### config.mk
export PLATFORM = sky130hd
export DESIGN_NAME = alu_share_arbiter
export DESIGN_NICKNAME = d
export VERILOG_FILES = /design/src/rtl/alu_pkg.sv /design/src/rtl/alu.sv /design/src/rtl/alu_share_arbiter_rr_grant.sv /design/src/rtl/alu_share_arbiter.sv
export SDC_FILE = /design/constraint.sdc
export NUM_CORES = 1
export LEC_CHECK = 0
export CORE_UTILIZATION = 53
export CTS_CLUSTER_DIAMETER = 80
export DETAILED_ROUTE_END_ITERATION = 10
export PLACE_DENSITY = 0.84
export SLEW_MARGIN = 0
export SYNTH_ARGS = -nofsm -noshare
export SYNTH_HDL_FRONTEND = slang
export SYNTH_SLANG_ARGS = --single-unit
### constraint.sdc
create_clock -name clk_i -period 6.4 [get_ports clk_i]
set_input_delay 1.28 -clock clk_i [delete_from_list [all_inputs] [get_ports clk_i]]
set_output_delay 1.28 -clock clk_i [all_outputs]
set_load 0.005 [all_outputs]
### src/rtl/alu_pkg.sv
// Shared ALU opcodes and arbiter FSM encodings for the shared-ALU arbiter slice.
package alu_pkg;

  localparam logic [3:0] ALU_AND = 4'd0;
  localparam logic [3:0] ALU_OR  = 4'd1;
  localparam logic [3:0] ALU_ADD = 4'd2;
  localparam logic [3:0] ALU_SUB = 4'd6;
  localparam logic [3:0] ALU_SLT = 4'd7;
  localparam logic [3:0] ALU_SGN = 4'd9;
  localparam logic [3:0] ALU_NOR = 4'd12;

  typedef enum logic {
    ST_ARB    = 1'b0,
    ST_LOCKED = 1'b1
  } arb_state_e;

endpackage

### src/rtl/alu.sv
// Combinational 32-bit ALU: logic, add/sub, signed compares; nz flags a non-zero result.
module alu
  import alu_pkg::*;
(
  input  logic [3:0]  op_i,
  input  logic [31:0] src1_i,
  input  logic [31:0] src2_i,
  output logic [31:0] result_o,
  output logic        nz_o,
  output logic        ovf_o
);

  logic [31:0] sum;
  logic [31:0] diff;

  always_comb begin
    sum      = src1_i + src2_i;
    diff     = src1_i - src2_i;
    result_o = '0;
    ovf_o    = 1'b0;
    case (op_i)
      ALU_AND: result_o = src1_i & src2_i;
      ALU_OR:  result_o = src1_i | src2_i;
      ALU_ADD: begin
        result_o = sum;
        ovf_o    = (src1_i[31] == src2_i[31]) && (sum[31] != src1_i[31]);
      end
      ALU_SUB: begin
        result_o = diff;
        ovf_o    = (src1_i[31] != src2_i[31]) && (diff[31] != src1_i[31]);
      end
      ALU_SLT: result_o = {31'd0, $signed(src1_i) < $signed(src2_i)};
      ALU_SGN: result_o = {31'd0, src1_i[31]};
      ALU_NOR: result_o = ~(src1_i | src2_i);
      default: result_o = '0;
    endcase
    nz_o = |result_o;
  end

endmodule

### src/rtl/alu_share_arbiter_rr_grant.sv
// Round-robin picker: grants the first valid requester at or after ptr_i, wrapping around.
module rr_grant #(
  parameter int NUM_REQ = 2,
  parameter int ID_W    = 1
) (
  input  logic [NUM_REQ-1:0] valid_i,
  input  logic [ID_W-1:0]    ptr_i,
  output logic [NUM_REQ-1:0] grant_o
);

  // Distance from the pointer in round-robin order; the smallest valid distance wins.
  function automatic int rr_dist(input int k, input int ptr);
    return (k >= ptr) ? (k - ptr) : (k + NUM_REQ - ptr);
  endfunction

  always_comb begin
    int best;
    best    = NUM_REQ;
    grant_o = '0;
    for (int k = 0; k < NUM_REQ; k++) begin
      if (valid_i[k] && (rr_dist(k, int'(ptr_i)) < best)) best = rr_dist(k, int'(ptr_i));
    end
    for (int k = 0; k < NUM_REQ; k++) begin
      grant_o[k] = valid_i[k] && (rr_dist(k, int'(ptr_i)) == best);
    end
  end

endmodule

### src/rtl/alu_share_arbiter.sv
// Shares one ALU between NUM_REQ valid/ready requesters with round-robin arbitration,
// an optional ownership lock with idle timeout, and a single registered response slot.
module alu_share_arbiter
  import alu_pkg::*;
#(
  parameter int NUM_REQ  = 2,
  parameter int ID_W     = $clog2(NUM_REQ),
  parameter int LOCK_TMO = 16
) (
  input  logic                  clk_i,
  input  logic                  rst_i,
  input  logic [NUM_REQ-1:0]    req_valid_i,
  output logic [NUM_REQ-1:0]    req_ready_o,
  input  logic [4*NUM_REQ-1:0]  req_op_i,
  input  logic [32*NUM_REQ-1:0] req_src1_i,
  input  logic [32*NUM_REQ-1:0] req_src2_i,
  input  logic [NUM_REQ-1:0]    req_lock_i,
  output logic                  rsp_valid_o,
  input  logic                  rsp_ready_i,
  output logic [31:0]           rsp_result_o,
  output logic                  rsp_nz_o,
  output logic [ID_W-1:0]       rsp_id_o
);

  localparam int TMO_W = (LOCK_TMO > 2) ? $clog2(LOCK_TMO) : 1;
  localparam logic [TMO_W-1:0] TMO_LAST = TMO_W'((LOCK_TMO > 0) ? LOCK_TMO - 1 : 0);
  localparam logic [TMO_W-1:0] TMO_SAT  = (LOCK_TMO > 0) ? TMO_LAST : {TMO_W{1'b1}};

  arb_state_e         state_q, state_d;
  logic [ID_W-1:0]    rr_ptr_q, rr_ptr_d;
  logic [ID_W-1:0]    owner_q, owner_d;
  logic [TMO_W-1:0]   tmo_q, tmo_d;
  logic               rsp_valid_q, rsp_valid_d;
  logic [31:0]        rsp_result_q, rsp_result_d;
  logic               rsp_nz_q, rsp_nz_d;
  logic [ID_W-1:0]    rsp_id_q, rsp_id_d;

  logic [NUM_REQ-1:0] rr_grant_vec;
  logic [NUM_REQ-1:0] grant;
  logic [NUM_REQ-1:0] xfer;
  logic [NUM_REQ-1:0] owner_oh;
  logic               slot_free;
  logic               owner_valid;
  logic               xfer_any;
  logic               sel_lock;
  logic [ID_W-1:0]    sel_id;
  logic [ID_W-1:0]    next_ptr;
  logic [3:0]         alu_op;
  logic [31:0]        alu_src1;
  logic [31:0]        alu_src2;
  logic [31:0]        alu_result;
  logic               alu_nz;
  logic               alu_ovf_unused;

  rr_grant #(
    .NUM_REQ (NUM_REQ),
    .ID_W    (ID_W)
  ) u_rr_grant (
    .valid_i (req_valid_i),
    .ptr_i   (rr_ptr_q),
    .grant_o (rr_grant_vec)
  );

  alu u_alu (
    .op_i     (alu_op),
    .src1_i   (alu_src1),
    .src2_i   (alu_src2),
    .result_o (alu_result),
    .nz_o     (alu_nz),
    .ovf_o    (alu_ovf_unused)
  );

  // Ready is held low during reset so nothing is accepted while state is being cleared.
  always_comb begin
    owner_oh = '0;
    sel_id   = '0;
    sel_lock = 1'b0;
    alu_op   = '0;
    alu_src1 = '0;
    alu_src2 = '0;
    next_ptr = '0;
    for (int k = 0; k < NUM_REQ; k++) begin
      if (owner_q == ID_W'(k)) owner_oh[k] = 1'b1;
    end
    owner_valid = |(owner_oh & req_valid_i);
    slot_free   = !rsp_valid_q || rsp_ready_i;
    grant       = (state_q == ST_LOCKED) ? (owner_oh & req_valid_i) : rr_grant_vec;
    req_ready_o = (slot_free && !rst_i) ? grant : '0;
    xfer        = req_valid_i & req_ready_o;
    xfer_any    = |xfer;
    for (int k = 0; k < NUM_REQ; k++) begin
      if (grant[k]) begin
        sel_id   = ID_W'(k);
        sel_lock = req_lock_i[k];
        alu_op   = req_op_i[4*k +: 4];
        alu_src1 = req_src1_i[32*k +: 32];
        alu_src2 = req_src2_i[32*k +: 32];
        next_ptr = ID_W'((k + 1) % NUM_REQ);
      end
    end
  end

  always_comb begin
    state_d      = state_q;
    rr_ptr_d     = rr_ptr_q;
    owner_d      = owner_q;
    tmo_d        = tmo_q;
    rsp_valid_d  = rsp_valid_q;
    rsp_result_d = rsp_result_q;
    rsp_nz_d     = rsp_nz_q;
    rsp_id_d     = rsp_id_q;

    if (xfer_any) begin
      rsp_valid_d  = 1'b1;
      rsp_result_d = alu_result;
      rsp_nz_d     = alu_nz;
      rsp_id_d     = sel_id;
      rr_ptr_d     = next_ptr;
    end else if (rsp_ready_i) begin
      rsp_valid_d = 1'b0;
    end

    case (state_q)
      ST_ARB: begin
        if (xfer_any && sel_lock) begin
          state_d = ST_LOCKED;
          owner_d = sel_id;
          tmo_d   = '0;
        end
      end
      ST_LOCKED: begin
        if (owner_valid) begin
          tmo_d = '0;
          if (xfer_any && !sel_lock) state_d = ST_ARB;
        end else if ((LOCK_TMO != 0) && (tmo_q == TMO_LAST)) begin
          state_d = ST_ARB;
          tmo_d   = '0;
        end else if (tmo_q != TMO_SAT) begin
          tmo_d = tmo_q + 1'b1;
        end
      end
      default: state_d = ST_ARB;
    endcase
  end

  always_ff @(posedge clk_i or posedge rst_i) begin
    if (rst_i) begin
      state_q      <= ST_ARB;
      rr_ptr_q     <= '0;
      owner_q      <= '0;
      tmo_q        <= '0;
      rsp_valid_q  <= 1'b0;
      rsp_result_q <= '0;
      rsp_nz_q     <= 1'b0;
      rsp_id_q     <= '0;
    end else begin
      state_q      <= state_d;
      rr_ptr_q     <= rr_ptr_d;
      owner_q      <= owner_d;
      tmo_q        <= tmo_d;
      rsp_valid_q  <= rsp_valid_d;
      rsp_result_q <= rsp_result_d;
      rsp_nz_q     <= rsp_nz_d;
      rsp_id_q     <= rsp_id_d;
    end
  end

  assign rsp_valid_o  = rsp_valid_q;
  assign rsp_result_o = rsp_result_q;
  assign rsp_nz_o     = rsp_nz_q;
  assign rsp_id_o     = rsp_id_q;

endmodule

; ---- Word-level counts from Yosys, hierarchy flattened
; Cells that the tools add are included.
[word_totals]
output_inout_bits = 37
word_cells = 85
regBits = 42
inputBits = 143
[classes]
mux = 31
reduce_logical = 18
n_lt_le_gt_ge = 4
n_eq_ne = 12
bitwise_logic = 6
add_sub_neg = 6
[op_table]
columns = operator, n
row1 = 32-bit two-way mux, 7
row2 = 32-bit case mux with 7 select lines, 1
row3 = 32-bit == test, 2
row4 = 32-bit < comparator, 2
row5 = 32-bit adder, 1
row6 = 32-bit AND, 1
row7 = "32-bit by 3-bit < comparator with 1-bit output, second input constant", 1
row8 = 32-bit NOT, 1
row9 = 32-bit bitwise OR, 1
row10 = 32-bit OR reduction, 1
row11 = 32-bit subtractor, 1
row12 = 4-bit two-way mux, 6
row13 = 1-bit two-way mux, 13
row14 = "4-bit == test, second input constant", 3
row15 = "4-bit by 3-bit == test with 1-bit output, second input constant", 2
row16 = 4-bit case mux with 2 select lines, 1
row17 = 1-bit logical AND, 7
row18 = "4-bit by 1-bit adder with 4-bit output, second input constant", 1
row19 = 2-bit AND, 2
row20 = "4-bit by 1-bit == test with 1-bit output, second input constant", 1
row21 = "4-bit by 2-bit == test with 1-bit output, second input constant", 1
row22 = 4-bit logical NOT, 1
row23 = 2-bit two-way mux, 2
row24 = "4-bit by 1-bit inequality test with 1-bit output, second input constant", 1
row25 = other kinds (12), 17

; ---- Logic depth before layout (Yosys ltp)
; Gate-level depths: netlist (run 1).
[depth]
depth_word = 18
ltp_mapped = 23
mapped_depth_nobuf = 18

; ---- Modules after synthesis
; From an unflattened synthesis (run 1), not the netlist that was laid out.
[hier_totals]
cells_unflattened = 1069
hier_area_um2 = 8151.6
[by_module_without_submodules]
columns = module, area_each_um2, seq_area_each_um2, cells_per_inst, instances
row1 = alu, 5677.9, 0.0, 854, 1
row2 = alu_share_arbiter, 2454.9, 1051.0, 212, 1
row3 = rr_grant, 18.8, 0.0, 3, 1

; ---- Worst setup path after synthesis (run 1)
; Ideal clock, no wire load.
[synth_timing]
kind = input port to flip-flop
from = input req_valid_i[0]
to = register rsp_nz_q (netlist: rsp_nz_o)
path_slack_ns = 0.373
setup_time_ns = 0.143
path_buffers = 5
stages = 23
t_required_ns = 6.257
t_arrival_ns = 5.884
cell_sequence = or3b_1 buf_2 and3_1 buf_2 clkbuf_1 buf_1 clkbuf_1 a22oi_1 inv_1 ha_1 fa_1 a21o_1 a221oi_2 o41ai_4 nand2_2 a32oi_2 a31oi_1 o31ai_1 nor3_2 or4b_1 nor4_1 and4b_1 a41oi_1
[synth_via]
elab_chain_len = 14
word_cells_on_any_way = 35
classes_between = add/sub (2) / order compare (2) / eq/ne (8) / mux (11) / bitwise (5) / reduce/logical (7)
[synth_rtl]
columns = item, line_no
row1 = "start, declared", alu_share_arbiter.sv:12  ; input logic [NUM_REQ-1:0] req_valid_i,
row2 = branches (longest 14 deep; another with 32-bit < comparator), n/a
row3 = "end signal, assigned", alu_share_arbiter.sv:163  ; rsp_nz_q <= rsp_nz_d;
row4 = "end, declared", alu_share_arbiter.sv:35  ; logic rsp_nz_q, rsp_nz_d;
; Parallel ways; which one is timed is not known.
; A chain may end at the register's enable or synchronous reset.

; ---- Worst setup path after layout (run 1)
[layout_timing]
from = input req_valid_i[1]
to = register rsp_nz_q (netlist: rsp_nz_o)
[layout_via]
elab_chain_len = 11
word_cells_on_any_way = 32
classes_between = add/sub (2) / order compare (1) / eq/ne (8) / mux (10) / bitwise (5) / reduce/logical (6)
[layout_rtl]
columns = item
row1 = branches (longest 11 deep; another with 32-bit subtractor)
; Parallel ways; which one is timed is not known.

==> flow_summary_export.csv, run 1 <==
group,metric,value,unit
outcome,status,"finished clean",
synthesis,synth_compound_area_frac,0.380,
die,die-height,123,um
power_and_ir_drop,power.leakage,4.43,nW
synthesis,ys_warn_count,0,
synthesis,synth_mux_area_frac,0.0141,
routing,wirelength,26500,um
synthesis,ys_seq_area_frac,0.136,
finish,finalCoreUtilization,0.721,
clock_network,clk_pin_slew_worst_paths,0.06,ns
worst_setup_path,slowest_stage,"clkdlybuf4s50_1",
worst_hold_path,hold_path_depth,2,
sta,fmax,0.163,GHz
clock_network,cts_root_buffer,"clkbuf_16",
finish,mostFrequentLayoutCells,"179 x clkdlybuf4s50_1, 110 x nor2_1, 101 x inv_1",
clock_network,postCtsHoldBufs,0,
worst_setup_path,path_depth,22,
worst_setup_path,required,6.55,ns
global_route,grt_pass1_wl,42300,um
routing,drc,0,
worst_setup_path,crit_chain,"clkdlybuf4s50_1 -> and3b_1 -> nor2_4 -> buf_12 -> buf_4 -> buf_4 -> a22o_1 -> ha_1 -> and3_1 -> a221oi_2 -> buf_4 -> o41ai_4 -> buf_4 -> nand2_2 -> a32oi_2 -> a31oi_1 -> and3_1 -> nor3_2 -> or4b_1 -> nor4_1 -> and4b_1 -> a41oi_1",
worst_setup_path,critPathArrivalTime,6.29,ns
worst_setup_path,critPathTopFamily,"simple AND/OR/NAND/NOR gates",
synthesis,synth_area,7710,um2
place,gp_congestion,1.03,
flow_run,drv_cap,0,
clock_network,clock_latency,0.28,ns
synthesis,ys_async_sr_fraction,1.00,
power_and_ir_drop,irDropWorstVdd,182,uV
synthesis,yosysUniqueCellTypes,90,
routing,antenna_left,0,
sta,setup-violations-final,0,
worst_hold_path,hp-class,"register to register",
worst_setup_path,crit_path_end_kind,"register",
finish,syn2layout_area_growth,31.3,%
worst_setup_path,critical_path_class,"input port to register",
worst_setup_path,slowest_delay,0.55,ns
worst_setup_path,crit_path_max_fanout,21,
sta,worstMarginPinSlew,0.954,ns
global_route,grt_overflow_total,0,
global_route,grt_pass1_vias,8642,
die,dieArea,15000,um2
worst_setup_path,crit_path_frequent_cell,"buf_4",
routing,first_iter_violations,1196,
die,initial_core_util,0.549,
worst_setup_path,ff2ff_path_depth,19,
worst_setup_path,startpoint_type,"input port",
synthesis,synth_xor_area_frac,0.0295,
synthesis,synthSimpleGateAreaFrac,0.191,
finish,diodes,0,
finish,drive_gt1_frac,0.0925,
die,die_w,123,um
synthesis,synth_area_per_cell,7.42,um2
sta,rsz0062_at_grt,"false",
synthesis,synth_edf_count,0,
worst_setup_path,crit_buf_inv,6,
finish,fillers,1155,
clock_network,cts_buffers,5,
routing,wl_per_cell,18.9,um
sta,finalCritPeriodShare,0.960,
global_route,track_usage,0.352,
sta,finalHoldViolations,0,
sta,slew_violations,0,
die,std_cell_rows,43,
synthesis,ys_ff_latch,42,
routing,viasPerCell,6.60,
sta,layout_min_cycle_time,6.14,ns
synthesis,ys.flop_type,"dfrtp_1",
clock_network,clock_sinks,42,
place,io_buffers,179,
synthesis,syn_inst,1039,
clock_network,clk_path_buf_depth,2,
power_and_ir_drop,powerDensity,447,nW/um2
clock_network,cts_tree,"built",
die,io_pins,180,
synthesis,synth_nets,1282,
routing,dr.pass1.iters,7,
global_route,antenna_found_initial,0,
die,core_area,14000,um2
synthesis,synth_fa_ha_area_frac,0.164,
global_route,grt_max_degree,45,
finish,fin_nets,1464,
clock_network,h-tree-depth,2,
finish,final_common_cell,"clkdlybuf4s50_1",
sta,clock-skew-final,0.00365,ns
place,hpwl,21300,um
synthesis,synth_top_family_by_area,"compound AO/OA/AOI/OAI gates",
routing,vias,9251,
sta,relSlewSlack,0.364,
power_and_ir_drop,finalPower,4.53,mW
[where the power goes]
part	total (mW)	internal [mW]	switching, mW
registers	0.467	0.377	0.0897
logic	3.80	1.61	2.19
clock network	0.258	0.157	0.101
total	4.53	2.14	2.39
[cell type report]
class	instances	area [um2]	share of cell area
Sequential cell	42	1050	0.104
Clock inverter	1	8.76	0.000865
Multi-Input combinational cell	831	6050	0.597
Timing Repair Buffer	239	2270	0.224
Inverter	102	383	0.0378
Tap cell	180	225	0.0222
Clock buffer	7	143	0.0141
[metal layers]
metal  global-route usage  vias up  wire, um
li1                     -     4231         -
met1                0.460     4321     10900
met2                0.577      628     12000
met3               0.0627       71      2830
met4                0.127        0       738
met5                    0        -         0
[worst reg2reg max path: stages (launching register included)]
cell and delay, ns:
dfrtp_1 0.49, nand2b_1 0.27, and3_2 0.28, buf_4 0.19, buf_12 0.20, a22o_1 0.18
inv_1 0.06, ha_1 0.43, inv_1 0.16, nor4_1 0.47, nand3_1 0.23, a2bb2oi_2 0.31
a221oi_2 0.15, or2_2 0.34, a311oi_1 0.42, a21oi_1 0.14, o21bai_1 0.19, o221ai_1 0.14
a21oi_1 0.25, a41oi_1 0.15
[synth_stat cells (4+ instances only)]
cell type,n,area (um2)
nor4_1,12,75.1
nand2_1,75,282
nor2_1,111,417
and3_1,7,43.8
buf_2,12,60.1
a221oi_1,27,236
clkbuf_1,37,139
o21bai_1,7,52.6
o211ai_1,14,105
nand4_1,8,50.1
a221oi_2,4,60.1
nand3_1,19,95.1
a21boi_0,5,37.5
a21oi_1,63,315
ha_1,98,1230
o31a_1,5,43.8
a22oi_1,25,188
a21o_1,10,75.1
mux2_2,7,78.8
nand2b_1,15,93.8
o21a_1,7,52.6
buf_1,11,41.3
a22o_1,49,429
o31ai_1,16,120
o311ai_0,4,35.0
o21ai_0,54,270
inv_1,101,379
o221ai_1,7,61.3
xnor2_1,21,184
a41oi_1,4,35.0
a221o_1,16,160
a31oi_1,15,93.8
xor2_1,5,43.8
and2_1,5,31.3
a211oi_1,11,82.6
or3_1,7,43.8
nor2b_1,9,56.3
dfrtp_1,42,1050
nor3_1,15,75.1
o221a_2,4,45.0
[registers in the layout, indices dropped and copies added, names as in the netlist]
| signal | cells |
|---|---|
| tmo_q | 4 |
| owner_q | 1 |
| rsp_id_o | 1 |
| rsp_result_o | 32 |
| rr_ptr_q | 1 |
| state_q | 1 |
| rsp_nz_o | 1 |
| rsp_valid_o | 1 |
[path summary, 6_finish.rpt]
check	startpoint	endpoint	slack, ns
max in group asynchronous	rst_i	rsp_result_o[0]	4.60
hold / removal	rsp_result_o[6]	rsp_result_o[6]	0.48
setup reg to reg	state_q	rsp_nz_o	1.23
hold reg to reg	rsp_result_o[6]	rsp_result_o[6]	0.48
min in group asynchronous	rst_i	rsp_result_o[25]	1.44
setup / recovery	req_valid_i[1]	rsp_nz_o	0.26
[timing repair]
item                       in CTS  in global routing
resized for setup               0                  5
setup endpoints to repair       0                  3
setup buffers                   0                  5
[cells by family after synthesis]
family | after synthesis
XOR/XNOR | 26
adder cells (fa/ha/maj) | 100
flip-flops | 42
AND/OR/NAND/NOR | 306
AO/OA/AOI/OAI | 389
multiplexers | 10
buffers and inverters | 166
[per-stage QoR]
stage,instances,setup WS [ns],TNS (ns),hold WS (ns),area [um2]
finish,1402,0.256,0,0.480,10100
global route,1402,0.0382,0,0.504,10100
CTS,1397,0.133,0,0.484,10000
detailed placement,1389,-0.150,-0.262,0.468,9900
global placement,1389,-0.00405,-0.00405,0.459,9900
floorplan,1039,0.373,0,0.451,7710
Power figures use the tool's default switching activity.
==> run 2, diff against run 1 <==
Settings changed: ABC_AREA set to 0.
==> results of run 2 <==
Same layout as run 1: the final DEF is identical, and so are final timing and power.
==> run 3, diff against run 2 <==
Settings changed: CORE_MARGIN set to 3, TNS_END_PERCENT set to 5.
==> run 3 against run 2 <==
Net effect: fmax grew 0.29%; clock power is 5% lower; sequential power decreased by 2%; first-iteration DRC count decreased by 14%; total power decreased by 0.17%; non-clock buffer count rose by 3; clock skew is 0.0011 ns lower; worst hold slack worse by 0.0072 ns; cell area is 0.20% higher; sequential share of layout area about the same; critical path type unchanged; critical endpoint unchanged; largest power group unchanged; highest routed layer unchanged.
==> flow_summary_export.csv, run 3 (same netlist as run 1, synthesis figures left out) <==
group,metric,value,unit
worst_setup_path,slowest_delay,0.51,ns
worst_setup_path,critical_path_class,"input port to register",
clock_network,clk_pin_slew_worst_paths,0.06,ns
clock_network,clock_latency,0.28,ns
routing,antenna_left,0,
routing,dr.pass1.iters,8,
worst_setup_path,r2r-start,"state_q",
finish,regArea,1050,um2
finish,diodes,0,
sta,setup-violations-final,0,
power_and_ir_drop,swShare,0.527,
sta,clock-skew-final,0.00259,ns
die,io_pins,180,
die,die_w,127,um
outcome,status,"finished clean",
routing,wl_per_cell,19.1,um
power_and_ir_drop,seqPwrFrac,0.102,
power_and_ir_drop,irDropWorstVdd,200,uV
flow_run,drv_cap,0,
finish,fin_nets,1468,
finish,mostFrequentLayoutCells,"179 x clkdlybuf4s50_1, 110 x nor2_1, 101 x inv_1",
clock_network,postCtsHoldBufs,0,
clock_network,h-tree-depth,2,
power_and_ir_drop,powerDensity,445,nW/um2
clock_network,cts_buffers,5,
global_route,grt_pass1_vias,8298,
die,core_area,14000,um2
sta,rsz0062_at_grt,"false",
place,dp.cells,1394,
routing,vias,8986,
worst_setup_path,crit_chain,"clkdlybuf4s50_1 -> or3b_1 -> and3_2 -> a22oi_1 -> inv_1 -> ha_1 -> fa_1 -> a21o_1 -> a221oi_2 -> buf_4 -> o41ai_4 -> a21oi_1 -> o31a_1 -> o21bai_1 -> a221o_1 -> a21oi_1 -> o211ai_1 -> nor4_1 -> and4b_1 -> a41oi_1",
power_and_ir_drop,finalPower,4.52,mW
routing,first_iter_violations,1027,
global_route,grt_pass1_wl,42300,um
place,gp_congestion,1.01,
power_and_ir_drop,clkPwrFrac,0.054,
place,pre_cts_slack,-0.0632,ns
clock_network,clk_path_buf_depth,2,
die,die-height,127,um
power_and_ir_drop,switchingPower,2.38,mW
worst_setup_path,crit_start,"req_valid_i[0]",
sta,worstMarginPinSlew,1.07,ns
die,initial_core_util,0.549,
finish,stdcell_count,1406,
finish,syn2layout_area_growth,31.5,%
power_and_ir_drop,p_comb_frac,0.844,
routing,wirelength,26800,um
power_and_ir_drop,power.leakage,4.45,nW
sta,slew_violations,0,
die,std_cell_rows,43,
global_route,track_usage,0.318,
sta,relSlewSlack,0.287,
worst_hold_path,hp-class,"register to register",
finish,largest_reg_flops,32,
worst_setup_path,critPathArrivalTime,6.26,ns
finish,final_common_cell,"clkdlybuf4s50_1",
finish,drive_gt1_frac,0.0971,
clock_network,cts_root_buffer,"clkbuf_16",
global_route,grt_overflow_total,0,
sta,layout_min_cycle_time,6.13,ns
worst_hold_path,min_from,"rsp_result_o[21]",
worst_setup_path,r2r_slack,1.27,ns
routing,drc,0,
sta,setup_slack,0.274,ns
place,io_buffers,179,
worst_setup_path,crit_path_frequent_cell,"a21oi_1",
worst_setup_path,startpoint_type,"input port",
finish,multi_input_area,6060,um2
die,dieArea,16000,um2
sta,finalHoldViolations,0,
worst_setup_path,crit_path_end_kind,"register",
clock_network,clock_sinks,42,
worst_setup_path,slowest_stage,"clkdlybuf4s50_1",
worst_setup_path,required,6.54,ns
global_route,grt_max_degree,64,
place,hpwl,21700,um
routing,viasPerCell,6.39,
power_and_ir_drop,p_int,2.14,mW
global_route,antenna_found_initial,0,
clock_network,cts_tree,"built",
worst_setup_path,crit_path_max_fanout,5,
sta,fmax,0.163,GHz
finish,fillers,1148,
sta,finalCritPeriodShare,0.957,
## run 3: cell type report
type,instances,area share
Clock buffer,6,0.0127
Clock inverter,2,0.00136
Inverter,102,0.0377
Multi-Input combinational cell,832,0.598
Sequential cell,42,0.104
Tap cell,180,0.0222
Timing Repair Buffer,242,0.224
## run 3: power groups by stage
stage | registers, mW | logic (mW) | clock network [mW]
floorplan | 0.447 | 2.46 | 0
global placement | 0.457 | 3.63 | 0
detailed placement | 0.462 | 3.66 | 0
CTS | 0.458 | 3.68 | 0.247
global route | 0.473 | 4.14 | 0.257
finish | 0.459 | 3.81 | 0.245
## run 3: stage by stage
step	TNS, ns	util	cell area (um2)	hold slack, ns
after floorplan	0	-	7710	0.451
after global placement	0	0.707	9930	0.459
after detailed placement	-0.0632	0.707	9930	0.464
after CTS	0	0.718	10100	0.478
after global routing	0	0.722	10100	0.500
final	0	0.722	10100	0.473
## run 3: per-layer routing
layer	GRT usage	routed length [um]
met5	0	0
met2	0.498	11800
met1	0.455	11700
met4	0.0902	625
met3	0.0484	2670
## run 3: repair_timing
| item | 4_1_cts | 5_1_grt |
|---|---|---|
| gates resized for setup | 0 | 8 |
| endpoints found under the setup margin | 0 | 3 |
| buffers inserted | 0 | 3 |
## run 3: worst paths after layout
kind | to | cells past startpoint
setup / recovery | rsp_nz_o | 20
hold / removal | rsp_result_o[21] | 2
setup reg to reg | rsp_nz_o | 19
hold reg to reg | rsp_result_o[21] | 2
max in group asynchronous | rsp_result_o[19] | 3
min in group asynchronous | rsp_result_o[6] | 2
## run 3: critical path, delay by kind of cell
| family | cells | cell delay (ns) |
|---|---|---|
| compound gates | 11 | 2.33 |
| simple gates | 4 | 1.22 |
| fa+ha+maj | 2 | 0.67 |
| buf+inv | 3 | 0.76 |
